## config.mk

```make
export PLATFORM = sky130hd
export DESIGN_NAME = prod_accum
export DESIGN_NICKNAME = d
export VERILOG_FILES = /design/src/rtl/prod_accum.sv
export SDC_FILE = /design/constraint.sdc
export NUM_CORES = 1
export LEC_CHECK = 0
export ABC_AREA = 1
export CELL_PAD_IN_SITES_DETAIL_PLACEMENT = 0
export CELL_PAD_IN_SITES_GLOBAL_PLACEMENT = 1
export CORE_MARGIN = 5
export CORE_UTILIZATION = 40
export CTS_CLUSTER_SIZE = 16
export DETAILED_ROUTE_END_ITERATION = 7
export PLACE_DENSITY_LB_ADDON = 0.12
export SLEW_MARGIN = 20
export SYNTH_ARGS = -nofsm -noshare
export SYNTH_HDL_FRONTEND = slang
export SYNTH_SLANG_ARGS = --single-unit
```

## constraint.sdc

```tcl
create_clock -name clk -period 4.69 [get_ports clk]
set_clock_uncertainty 0.2 [all_clocks]
set_input_delay 0.7035 -clock clk [delete_from_list [all_inputs] [get_ports clk]]
set_output_delay 0.7035 -clock clk [all_outputs]
set_load 0.02 [all_outputs]
```

## src/rtl/prod_accum.sv

```systemverilog
// prod_accum: accumulates blocks of NTERMS signed products from an upstream
// MBITS x NBITS multiplier and issues one registered sum per block.
//
// Build option: define PROD_ACCUM_SAT_EN to clamp the running sum to the
// most positive / most negative ACCBITS value on signed overflow. Without it
// the running sum wraps modulo 2^ACCBITS. The overflow flag is set in both
// builds.
//
// Handshake: prod_valid is a one-cycle strobe with no back-pressure. Each
// cycle it is high, one product is consumed. acc_valid is a one-cycle strobe
// that is high in the cycle after the edge that consumed the last term of a
// block. acc_out/acc_ovf are stable outside that edge.
module prod_accum #(
  parameter int MBITS   = 12,
  parameter int NBITS   = 8,
  parameter int ACCBITS = 28,
  parameter int NTERMS  = 16
) (
  input  logic                      clk,
  input  logic                      rst_n,
  input  logic                      prod_valid,
  input  logic [MBITS+NBITS-1:0]    prod,
  input  logic                      clear,
  output logic [ACCBITS-1:0]        acc_out,
  output logic                      acc_valid,
  output logic                      acc_ovf,
  output logic [$clog2(NTERMS):0]   term_cnt,
  output logic [1:0]                dbg_state_o
);

  localparam int PBITS = MBITS + NBITS;
  localparam int CNTW  = $clog2(NTERMS) + 1;
  localparam logic [CNTW-1:0] LAST_CNT = CNTW'(NTERMS - 1);

  // Elaboration-time sanity on the parameter set.
  if (ACCBITS < PBITS) begin : g_bad_accbits
    $error("prod_accum: ACCBITS must be >= MBITS+NBITS");
  end
  if (NTERMS < 2) begin : g_bad_nterms
    $error("prod_accum: NTERMS must be >= 2");
  end

  // IDLE: no terms held. RUN: 1..NTERMS-1 terms held. DONE: result just issued.
  typedef enum logic [1:0] {
    IDLE = 2'd0,
    RUN  = 2'd1,
    DONE = 2'd2
  } state_t;

  state_t              state_q, state_d;
  logic [ACCBITS-1:0]  acc_q, acc_d;
  logic [CNTW-1:0]     cnt_q, cnt_d;
  logic                sticky_q, sticky_d;
  logic [ACCBITS-1:0]  out_q, out_d;
  logic                ovf_q, ovf_d;
  logic                valid_q, valid_d;

  logic [ACCBITS-1:0]  prod_ext;
  logic [ACCBITS-1:0]  sum_raw;
  logic                add_ovf;
  logic [ACCBITS-1:0]  add_res;

  // Sign-extend the product and form the running-sum candidate.
  always_comb begin
    prod_ext = ACCBITS'($signed(prod));
    sum_raw  = acc_q + prod_ext;
    // Overflow: both operands share a sign and the result sign differs.
    add_ovf  = (acc_q[ACCBITS-1] == prod_ext[ACCBITS-1]) &&
               (sum_raw[ACCBITS-1] != acc_q[ACCBITS-1]);
`ifdef PROD_ACCUM_SAT_EN
    // Clamp toward the sign of the operands when the add overflows.
    if (add_ovf) begin
      add_res = acc_q[ACCBITS-1] ? {1'b1, {(ACCBITS-1){1'b0}}}
                                 : {1'b0, {(ACCBITS-1){1'b1}}};
    end else begin
      add_res = sum_raw;
    end
`else
    add_res = sum_raw;
`endif
  end

  // Next-state and datapath control; clear takes priority over a new term.
  always_comb begin
    state_d  = state_q;
    acc_d    = acc_q;
    cnt_d    = cnt_q;
    sticky_d = sticky_q;
    out_d    = out_q;
    ovf_d    = ovf_q;
    valid_d  = 1'b0;

    if (clear) begin
      state_d  = IDLE;
      acc_d    = '0;
      cnt_d    = '0;
      sticky_d = 1'b0;
    end else begin
      case (state_q)
        IDLE, DONE: begin
          if (prod_valid) begin
            // First term of a block loads rather than adds: no overflow possible.
            state_d  = RUN;
            acc_d    = prod_ext;
            cnt_d    = CNTW'(1);
            sticky_d = 1'b0;
          end else if (state_q == DONE) begin
            state_d = IDLE;
          end
        end
        RUN: begin
          if (prod_valid) begin
            if (cnt_q == LAST_CNT) begin
              // Final term goes straight to the output register.
              state_d  = DONE;
              out_d    = add_res;
              ovf_d    = sticky_q | add_ovf;
              valid_d  = 1'b1;
              acc_d    = '0;
              cnt_d    = '0;
              sticky_d = 1'b0;
            end else begin
              acc_d    = add_res;
              cnt_d    = cnt_q + CNTW'(1);
              sticky_d = sticky_q | add_ovf;
            end
          end
        end
        default: begin
          state_d  = IDLE;
          acc_d    = '0;
          cnt_d    = '0;
          sticky_d = 1'b0;
        end
      endcase
    end
  end

  // State and datapath registers with asynchronous reset.
  always_ff @(posedge clk or negedge rst_n) begin
    if (!rst_n) begin
      state_q  <= IDLE;
      acc_q    <= '0;
      cnt_q    <= '0;
      sticky_q <= 1'b0;
      out_q    <= '0;
      ovf_q    <= 1'b0;
      valid_q  <= 1'b0;
    end else begin
      state_q  <= state_d;
      acc_q    <= acc_d;
      cnt_q    <= cnt_d;
      sticky_q <= sticky_d;
      out_q    <= out_d;
      ovf_q    <= ovf_d;
      valid_q  <= valid_d;
    end
  end

  assign acc_out     = out_q;
  assign acc_ovf     = ovf_q;
  assign acc_valid   = valid_q;
  assign term_cnt    = cnt_q;
  assign dbg_state_o = state_q;

endmodule
```

==> impl_metrics.yaml, run 1 <==
outcome:
  status: "complete, no violations"
worst_setup_path:
  required_ns: 4.71
  path_max_fanout: 11
  cp-start-kind: "primary input"
  worstPathArrival_ns: 3.03
  path_class: "in2reg"
  critPathCaptureType: "register"
route:
  drt_iter0_drc: 244
  first_pass_iters: 5
  wl_per_cell_um: 15.8
  ant_nets: 0
  vias: 4311
  drc: 0
  vias_per_cell: 5.18
  routed_wl_um: 13200
timing:
  min_period_ns: 3.01
  fin_tns_setup_ns: 0
  finalHoldViolCount: 0
  relSlewSlack_pct: 52.5
  fmax_mhz: 332
  setup_viol: 0
  post-route-period-util_pct: 64.2
  slew_viol_final: 0
  layout_setup_ws_ns: 1.68
  rsz0062_at_grt: "false"
  max_slew.worst_pin.slew_ns: 0.713
synthesis:
  synthTopCellsByArea: "dfrtp_1 (36%), nand2_1 (18%), ha_1 (7.7%)"
  synth_area_leader_cell: "dfrtp_1"
  yosys_register_bits: 66
  yosysWarningCount: 0
  yosysTopAreaCellShare_pct: 36.3
  yosysSeqAreaShare_pct: 36.3
  synth.avg_cell_area_um2: 7.28
  synth.distinct_cells: 41
  syn-instance-count: 625
  synth_edf_count: 0
  synth_fp_nets: 678
  synth_common_cells: "nand2_1 (213), dfrtp_1 (66), inv_1 (62), nand3_1 (48)"
  yosysMostFrequentCell: "nand2_1"
  syn_area_mm2: 0.00455
  async_reset_ff_share_pct: 100
  yosys_most_used_dff: "dfrtp_1"
floorplanning:
  io-pin-count: 61
  die-area_mm2: 0.0136
  rows: 39
  core_mm2: 0.0113
  start_util_pct: 40.4
  die_w_um: 117
  die_y_um: 117
final_layout:
  drive_gt1_share_pct: 5.51
  fill_cells: 1154
  num_antenna_cells: 0
  final_nets: 738
  area_growth_pct: 21.3
  fin_util_pct: 49.0
clock_network:
  ctsRootBufferMaster: "clkbuf_16"
  cts_tree: "done"
  clock_sinks: 66
  clkSlewWorstSetupHoldPaths_ns: 0.05
  clockBufferDepth: 2
  cts_buffers: 9
  cts_resized: 0
  clk_latency_ns: 0.34
  holdBufCountCts: 0
  post-cts-setup-buffers: 0
  htree_levels: 3
power_and_ir_drop:
  p_int_mw: 1.52
  power_frac_seq_pct: 32.8
  switching_power_uw: 948
  pwr-share-comb_pct: 41.9
  switching_share_pct: 38.4
  ir_worst_vdd_mv: 0.195
  p_per_area_mw_per_mm2: 447
  clock_power_share_pct: 25.2
  p_leak_nw: 2.81
place:
  routabilityCongestion: 0.924
  port_buffers: 60
  pre_cts_ws_ns: 1.35
  dpl.hpwl_um: 9950
grt:
  grt_first_pass_wirelength_um: 21800
  grt_pass1_vias: 4350
  grt_max_degree: 43
  overflow: 0
  grt_usage_pct: 20.7
  antenna_found_initial: 0
worst_hold_path:
  hp-class: "in2async"
run:
  drv_cap: 0
-- layout by cell type, fill, tap and decap left out, drive strengths merged, types with 7 or more instances in the layout --
master and n:
nand3 52, o21ai 38, inv 67, clkbuf 11, a21oi 39, ha 28
nand2 217, dfrtp 66, clkdlybuf4s50 59, nand4 9, a32oi 13, nor2 44
xnor2 7
-- power groups by stage --
stage	logic [mW]	registers (mW)	clock network [mW]
finish	1.03	0.810	0.622
floorplan	0.476	0.956	0
global placement	1.04	0.814	0
CTS	1.05	0.812	0.641
detailed placement	1.04	0.820	0
global route	1.15	0.833	0.661
-- critical path, stage by stage --
cell and delay (ns):
clkdlybuf4s50_1 0.64, ha_1 0.51, nand2_1 0.12, nor2_1 0.22
nor3b_1 0.27, o21ai_0 0.20, nand3_1 0.13, nand2_1 0.09
nand3_1 0.07, nand2_1 0.06
-- flip-flops by register name, indices dropped and copies added, names as in the netlist --
| name | count |
|---|---|
| acc_q | 28 |
| dbg_state_o | 2 |
| term_cnt | 5 |
| acc_valid | 1 |
| acc_out | 28 |
| acc_ovf | 1 |
| sticky_q | 1 |
-- cell families after synthesis --
kind of cell / synth area share (%)
buffers and inverters: 7.50
XOR/XNOR: 2.50
AND/OR/NAND/NOR: 32.5
AO/OA/AOI/OAI: 13.1
adder cells (fa/ha/maj): 8.13
flip-flops: 36.3
-- final cells by class --
cell class                 instances  area (µm²)  area share [%]
clock buffer                      11         243            4.40
inverter                          67         256            4.64
clock inverter                     5        30.0           0.544
timing repair buffer              61         603            10.9
sequential                        66        1650            29.9
tap                              143         179            3.24
multi-input combinational        480        2560            46.4
-- per-stage QoR --
stage / hold slack (ns) / instance area [µm²] / total power, mW / std cells
floorplan: 0.208 / 4550 / 1.43 / 625
global placement: 0.265 / 5250 / 1.85 / 817
detailed placement: 0.265 / 5250 / 1.86 / 817
CTS: 0.230 / 5520 / 2.50 / 833
global route: 0.272 / 5520 / 2.64 / 833
finish: 0.216 / 5520 / 2.47 / 833
-- metal layers --
metal | global-route usage [%] | part of all wire [%]
met5 | 0 | 0
met4 | 7.80 | 2.2
met3 | 3.01 | 4.4
met2 | 34.2 | 48
met1 | 27.5 | 45
-- path summary, 6_finish.rpt --
kind	depth (start not counted)	slack, ns	start	to
hold reg to reg	2	0.28	sticky_q	sticky_q
hold / removal	1	0.22	rst_n	acc_out[6]
max in group asynchronous	2	3.10	rst_n	acc_out[24]
setup / recovery	10	1.68	prod[19]	acc_q[23]
setup reg to reg	6	2.26	dbg_state_o[0]	acc_q[1]
min in group clk	2	0.28	sticky_q	sticky_q
(Power assumes the default switching activity.)
==> run 2: changes to the inputs <==
clock period = 3 ns   (was 4.69 ns; I/O delays follow)
==> impl_metrics.yaml, run 2 (synthesized netlist as in run 1, its figures left out) <==
worst_setup_path:
  required_ns: 3.04
  crit_top_cell: "nand2_1"
  cp-start-kind: "primary input"
  cp_slowest_cell: "clkdlybuf4s50_1"
  r2r_end: "acc_q[18]"
  path_max_fanout: 5
  critPathCaptureType: "register"
  worstPathArrival_ns: 2.67
  path_class: "in2reg"
  worst-path-buf-inv: 2
  cp_top_family: "simple AND/OR/NAND/NOR gates"
  worstSetupStartpoint: "prod[0]"
  timing.rr.start: "acc_q[0]"
  crit_chain: "clkdlybuf4s50_1 > ha_1 > inv_1 > fa_1 > nand3b_1 > nand2_2 > nand2_1 > nand2_2 > nand2_1 > nand2_1 > nand3_1 > nand2_1 > nand2_1 > nand3_1 > nand2_1"
  reg2reg_depth: 14
  critPathMaxStageDelay_ns: 0.49
  ff2ff_setup_slack_ns: 0.60
grt:
  grt_usage_pct: 21.0
  top_usage_layer: "met2"
  grt_first_pass_wirelength_um: 22000
  grt_max_degree: 38
  antenna_found_initial: 0
  met1_usage_pct: 28.0
  overflow: 0
  met3_usage_pct: 3.89
  grt_use_met2_pct: 34.5
  grt_pass1_vias: 4297
timing:
  relSlewSlack_pct: 50.7
  setup_viol: 0
  fmax_mhz: 380
  post-route-period-util_pct: 87.8
  min_period_ns: 2.63
  hold_slack_ns: 0.278
  finalHoldViolCount: 0
  fin_tns_setup_ns: 0
  max_slew.worst_pin.slew_ns: 0.739
  slew_viol_final: 0
  rsz0062_at_grt: "false"
outcome:
  status: "complete, no violations"
clock_network:
  clockBufferDepth: 2
  ctsRootBufferMaster: "clkbuf_16"
  post-cts-setup-buffers: 0
  cts_buffers: 9
  clk_latency_ns: 0.35
  cts_tree: "done"
  htree_levels: 3
  cts_resized: 0
  clkSlewWorstSetupHoldPaths_ns: 0.07
  clock_sinks: 66
final_layout:
  num_antenna_cells: 0
  mostFrequentLayoutCells: "nand2_1 (213), dfrtp_1 (66), inv_1 (62), clkdlybuf4s50_1 (59), nand3_1 (48)"
  final_common_cell: "nand2_1"
  fill_cells: 1172
  drive_gt1_share_pct: 6.59
  final_nets: 746
  area_growth_pct: 24.1
  fin_util_pct: 50.1
place:
  dpl.hpwl_um: 10300
  port_buffers: 60
  routabilityCongestion: 0.866
route:
  drc: 0
  wl_per_cell_um: 16.0
  routed_wl_um: 13500
  drt_iter0_drc: 266
  vias: 4326
  ant_nets: 0
  vias_per_cell: 5.14
  first_pass_iters: 4
floorplanning:
  io-pin-count: 61
  die_y_um: 117
  die_w_um: 117
  die-area_mm2: 0.0136
  core_mm2: 0.0113
  rows: 39
  start_util_pct: 40.4
run:
  drv_cap: 0
worst_hold_path:
  hp-start: "acc_out[20]"
  hp-class: "reg2reg"
  hold_end: "acc_out[20]"
  whs_path_depth: 2
power_and_ir_drop:
  power_mw: 4.07
  ir_worst_vdd_mv: 0.400
  p_leak_nw: 2.88
  p_per_area_mw_per_mm2: 720
-- run 2: cell count changes in the layout (fill, tap and decap cells not counted), sizes merged --
cell         delta
clkbuf          -2
inv             +1
clkinv          -1
buf             +7
dlygate4sd3     +1
bufinv          +2
-- run 2: layout make-up --
| cell class | count | area, µm² | share of cell area, % |
|---|---|---|---|
| tap | 143 | 179 | 3.17 |
| multi-input combinational | 480 | 2560 | 45.3 |
| timing repair buffer | 69 | 678 | 12.0 |
| inverter | 67 | 256 | 4.54 |
| sequential | 66 | 1650 | 29.2 |
| clock buffer | 9 | 225 | 3.98 |
| clock inverter | 7 | 101 | 1.79 |
-- run 2: where the power goes --
part	internal [mW]	leakage (nW)	switching (mW)
registers	1.13	0.848	0.135
logic	0.683	1.88	0.954
clock network	0.733	0.152	0.436
total	2.54	2.88	1.53
-- run 2: how the worst max path moves through the flow --
stage,end,slack [ns],cells after the start
finish,acc_q[18],0.37,15
global route,acc_q[18],0.19,15
CTS,acc_q[18],0.36,15
detailed placement,acc_q[18],0.0005,15
global placement,acc_q[18],0.08,15
floorplan,acc_q[18],0.76,14
-- run 2: worst reg2reg max path, cell delays in order (launching register included) --
cell      delay, ns
dfrtp_1        0.36
ha_1           0.19
inv_1          0.07
fa_1           0.40
nand3b_1       0.22
nand2_2        0.14
nand2_1        0.07
nand2_2        0.10
nand2_1        0.08
nand2_1        0.10
nand3_1        0.09
nand2_1        0.07
nand2_1        0.07
nand3_1        0.08
nand2_1        0.05
-- run 2: layer usage --
| layer | up-vias | wire, µm |
|---|---|---|
| met1 | 2027 | 6350 |
| met5 | - | 0 |
| met2 | 79 | 6350 |
| met4 | 0 | 242 |
| li1 | 2203 | - |
| met3 | 17 | 543 |
-- run 2: repair_timing --
| action | 4_1_cts | 5_1_grt |
|---|---|---|
| hold buffers | 1 | 0 |
| hold endpoints to repair | 29 | 0 |
| setup endpoints to repair | 0 | 0 |
-- run 2: through the flow --
stage                     worst slack, ns  cell area [µm²]  instances
after floorplan                     0.756             4550        625
after global placement             0.0835             5320        824
after detailed placement         0.000530             5320        824
after CTS                           0.356             5650        841
after global routing                0.186             5650        841
final                               0.367             5650        841
